==> src/rtl/sysid_rd_timer.sv <==
`default_nettype none
// ============================================================================
// Module      : sysid_rd_timer
// Description : Loadable down-counter with expire flag for per-read timeout.
// Revision    : 1.0
// ============================================================================
module sysid_rd_timer #(
    parameter int WIDTH = 16
) (
    input  logic             clk,
    input  logic             rst,
    input  logic             i_load,
    input  logic [WIDTH-1:0] i_load_value,
    input  logic             i_dec,
    output logic             o_expired
);

    logic [WIDTH-1:0] r_count;

    always_ff @(posedge clk or posedge rst) begin
        if (rst) begin
            r_count <= '0;
        end else if (i_load) begin
            r_count <= i_load_value;
        end else if (i_dec && (r_count != '0)) begin
            r_count <= r_count - 1'b1;
        end
    end

    assign o_expired = (r_count == '0);

endmodule
`default_nettype wire

==> config.mk <==
export PLATFORM = sky130hd
export DESIGN_NAME = sysid_rd_timer
export DESIGN_NICKNAME = d
export VERILOG_FILES = /design/src/rtl/sysid_rd_timer.sv
export SDC_FILE = /design/constraint.sdc
export NUM_CORES = 1
export LEC_CHECK = 0
export CAP_MARGIN = 20
export CELL_PAD_IN_SITES_DETAIL_PLACEMENT = 1
export CELL_PAD_IN_SITES_GLOBAL_PLACEMENT = 1
export CORE_ASPECT_RATIO = 0.75
export CORE_MARGIN = 2
export CORE_UTILIZATION = 39
export CTS_BUF_LIST = sky130_fd_sc_hd__clkbuf_8
export DETAILED_ROUTE_END_ITERATION = 8
export PLACE_DENSITY_LB_ADDON = 0.1
export SYNTH_ARGS = -nofsm -noshare
export SYNTH_HDL_FRONTEND = slang
export SYNTH_SLANG_ARGS = --single-unit
==> constraint.sdc <==
create_clock -name clk -period 2.37 [get_ports clk]
set_input_delay 0.237 -clock clk [delete_from_list [all_inputs] [get_ports clk]]
set_output_delay 0.237 -clock clk [all_outputs]
set_load 0.01 [all_outputs]
# Yosys cells after proc, flatten, opt, wreduce, memory -nomap -nowiden
# Index checks and enable logic that the tools add are counted.
# W data, S select, Z words.
dict set report totals {
  register_bits 16
  inputBits 20
  output_inout_bits 1
}
dict set report classes {
  addsub 1
  n_mux 2
  reduce_logical 4
}
# operator n
set op_table {}
lappend op_table {{$mux W16} 2}
lappend op_table {{$logic_not A16 Y1} 1}
lappend op_table {{$reduce_bool A16 Y1} 1}
lappend op_table {{$sub A16 B1 Y16 const B} 1}
lappend op_table {{$reduce_bool A2 Y1} 1}
lappend op_table {{$logic_and A1 B1 Y1} 1}

# Logic depth before layout (Yosys ltp)
dict set report depth {
  word_depth 4
  mapped_depth 7
  ltp_nobuf 7
}

# Worst setup path after synthesis
# OpenSTA, ideal clock, no wires.
dict set report synth_path {
  path_kind {reg2reg}
  start {register r_count[0]}
  end {register r_count[5]}
  setup_time_ns 0.141
  arrival_ns 1.969
  path_slack_ns 0.259
  path_stages_with_launch 8
  synth_period_minus_slack_ns 2.111
  cell_sequence {dfrtp_1 > inv_1 > ha_1 > or4b_2 > or4_4 > inv_2 > or4_1 > a31oi_1}
}
dict set report synth_via {
  elab_chain_cells 3
  word_cells_on_any_way 6
  classes_between {1 x add/sub; 2 x mux; 3 x reduce/logical}
}
# item line
set synth_rtl {}
lappend synth_rtl {{start: declaration} 18} ;# logic [WIDTH-1:0] r_count;
lappend synth_rtl {{start signal: assignment} 24} ;# r_count <= i_load_value;
lappend synth_rtl {{start signal: assignment} 26} ;# r_count <= r_count - 1'b1;
lappend synth_rtl {{$sub A16 B1 Y16 / $reduce_bool A16 Y1 (equally long branches)} {26, 25}}
lappend synth_rtl {{$mux W16 / $logic_and A1 B1 Y1 (equally long branches)} 25} ;# end else if (i_dec && (r_count != '0)) begin
lappend synth_rtl {{$mux W16 / $reduce_bool A2 Y1 (equally long branches)} -}
# Several ways; a longest one is shown, not always the timed one. The select of a mux whose other input is x is not followed.
# A chain may end at the register's enable or synchronous reset.

# Final worst setup path
dict set report layout_path {
  start {register r_count[0]}
  end {output port o_expired}
}
dict set report layout_via {
  elab_chain_cells 1
}
# item line
set layout_rtl {}
lappend layout_rtl {{$logic_not A16 Y1} 30} ;# assign o_expired = (r_count == '0);
lappend layout_rtl {{end: declaration} 15} ;# output logic o_expired
# No other way between the ends.

==> flow_metrics.py <==
metrics = {
    "power": {
        "pwr-share-comb": 0.298,
        "fin_total_pwr_uw": 746,
        "ir_drop_v": 0.000262,
        "switching_power_uw": 219,
        "p_leak_nw": 0.613,
        "seq_power_share": 0.428,
        "clock_power_share": 0.274,
        "powerDensity_nw_per_um2": 499,
        "p_int_uw": 527,
        "swShare": 0.294,
    },
    "layout": {
        "largest_register_ffs": 16,
        "layout_commonest_cell": "buf_4",
        "num_antenna_cells": 0,
        "n_fill_cell": 354,
        "stdcell_count": 202,
        "top_regs": "r_count (16)",
        "fin_util": 0.583,
        "area_delta_synth_final_pct": 44.4,
        "layout_common_cells": "buf_4 (25), clkdlybuf4s50_1 (19), dfrtp_1 (16), nor2_1 (15), nand2_1 (13)",
        "nets": 189,
        "regMostFlops": "r_count",
        "drive_above_1_share": 0.223,
    },
    "grt": {
        "antenna_found_initial": 0,
        "grt_pass1_wl_microns": 5760,
        "track_usage": 0.241,
        "grt_pass1_vias": 1235,
        "grt_overflow": 0,
        "grt_max_degree": 21,
    },
    "synth": {
        "syn_nets": 143,
        "ys_ff_latch": 16,
        "synth_edf_count": 0,
        "syn_area_per_cell_sq_um": 8.48,
        "synth-async-reset-ratio": 1.00,
        "synth.distinct_cells": 39,
        "syn_inst": 122,
        "yosysWarnings": 0,
        "seq_area_frac_synth": 0.387,
        "ys.flop_type": "dfrtp_1",
        "syn_area_sq_um": 1030,
    },
    "routing": {
        "vias": 1146,
        "drc": 0,
        "vias_per_cell": 5.67,
        "wl_per_cell_microns": 16.8,
        "dr.pass1.iters": 4,
        "drt_iter0_markers": 41,
        "ant_nets": 0,
        "wirelength_microns": 3390,
    },
    "timing": {
        "setup_violations": 0,
        "hold_viol": 0,
        "tightest_slew_ns": 0.642,
        "drv_slew": 0,
        "relSlewSlack": 0.572,
        "finalCriticalPeriod_ns": 2.30,
        "grt_setup_unrepaired": "false",
        "period_share": 0.969,
        "skew_ns": 0.00214,
        "tns_ns": 0,
        "fin_hold_ws_ns": 0.385,
        "maxClockFrequency_mhz": 435,
    },
    "clocking": {
        "htreeDepth": 1,
        "clk_latency_ns": 0.25,
        "clock_sinks": 16,
        "clock-root-buffer": "clkbuf_8",
        "clkSlewWorstSetupHoldPaths_ns": 0.06,
        "clock_path_buffers": 2,
        "cts_tree": "built",
        "cts_hold_buf": 0,
        "cts_made_buffers": 3,
    },
    "min_path": {
        "hold_class": "in2async",
    },
    "placement": {
        "dp_cells": 199,
        "hpwl_microns": 2700,
        "port-buffer-count": 20,
        "gp_congestion": 0.859,
    },
    "worst_setup_path": {
        "cp.required_ns": 2.13,
        "path_max_fanout": 2,
        "crit_path_cell_trace": "inv_1 > ha_2 > or4b_4 > or4_4 > inv_2 > clkbuf_2",
        "critPathLaunchType": "flip-flop",
        "end_kind": "primary output",
        "cp_slowest_cell": "or4b_4",
        "arrival_ns": 2.06,
        "criticalPathCategory": "reg2out",
        "r2r_slack_ns": 0.16,
        "slowest_delay_ns": 0.47,
    },
    "floorplanning": {
        "initial_core_util": 0.404,
        "die_x_microns": 63.5,
        "core_sq_um": 2560,
        "num_rows": 16,
        "dieHeight_microns": 48.6,
        "io_pins": 21,
        "fp.dieArea_sq_um": 3090,
    },
    "status": {
        "status": "complete, no violations",
    },
    "flow_run": {
        "maxCapViolCount": 0,
    },
}
-- final timing paths --
kind	cells after the start	start	endpoint
setup / recovery	6	r_count[0]	o_expired
hold / removal	2	rst	r_count[5]
setup reg to reg	5	r_count[0]	r_count[13]
hold reg to reg	2	r_count[11]	r_count[11]
max in group asynchronous	2	rst	r_count[10]
min in group clk	3	i_load_value[14]	r_count[14]
-- cells by family (layout without fill, tap and decap cells) --
kind of cell | after synthesis | in the layout | synth area share
AOI/OAI and AO/OA | 30 | 30 | 0.207
buffers and inverters | 11 | 55 | 0.0411
and+or+nand+nor | 60 | 60 | 0.318
muxes | 1 | 1 | 0.00967
xor gates and xnor gates | 3 | 3 | 0.0254
DFF | 16 | 16 | 0.387
adders and majority gates | 1 | 1 | 0.0121
-- power groups by stage --
stage | registers, mW | clock network, mW | logic (mW)
2_1_floorplan | 0.333 | 0 | 0.0872
3_3_place_gp | 0.321 | 0 | 0.206
3_5_place_dp | 0.323 | 0 | 0.218
4_1_cts | 0.318 | 0.212 | 0.221
5_1_grt | 0.321 | 0.226 | 0.245
6_report | 0.319 | 0.204 | 0.222
-- worst max-delay path, delay by kind of cell, from the launching register on --
kind,cells,cell delay (ns)
adder cells (fa/ha/maj),1,0.19
buffers and inverters,3,0.30
flip-flops,1,0.41
AND/OR/NAND/NOR,2,0.91
-- metal layers --
metal  track usage  wire [microns]  vias to the layer above
li1              -               -                      551
met1         0.293            1460                      566
met2         0.426            1770                       23
met3        0.0558             104                        6
met4        0.0688              60                        0
met5             0               0                        -
-- area by class of cell --
type | count | area (sq um) | share of cell area
multi-input combinational | 95 | 598 | 0.400
sequential | 16 | 400 | 0.268
timing repair buffer | 45 | 383 | 0.256
tap | 36 | 45.0 | 0.0302
clock buffer | 3 | 41.3 | 0.0276
inverter | 7 | 26.3 | 0.0176
-- through the flow --
step / area [sq um] / setup slack [ns]
after floorplan: 1030 / 0.259
after global placement: 1450 / -0.0735
after detailed placement: 1450 / -0.175
after CTS: 1500 / 0.00351
after global routing: 1490 / 0.00708
final: 1490 / 0.0732
-- Yosys cell counts (3+ instances only) --
master    instances  area share
dfrtp_1          16        0.39
or4_1             5       0.036
o21ai_0           6       0.029
nor2_1           15       0.054
nor3_1            5       0.024
a31oi_1           5       0.030
inv_1             6       0.022
nand4_1           5       0.030
a21oi_1           5       0.024
nand2_1          13       0.047
clkbuf_1          3       0.011
nand3_1           3       0.015
-- repair_timing --
action,CTS,global route
gates resized for setup,3,2
buffers inserted,0,0
setup endpoints to repair,1,1
Note: power is estimated with default switching activity, not from simulation.
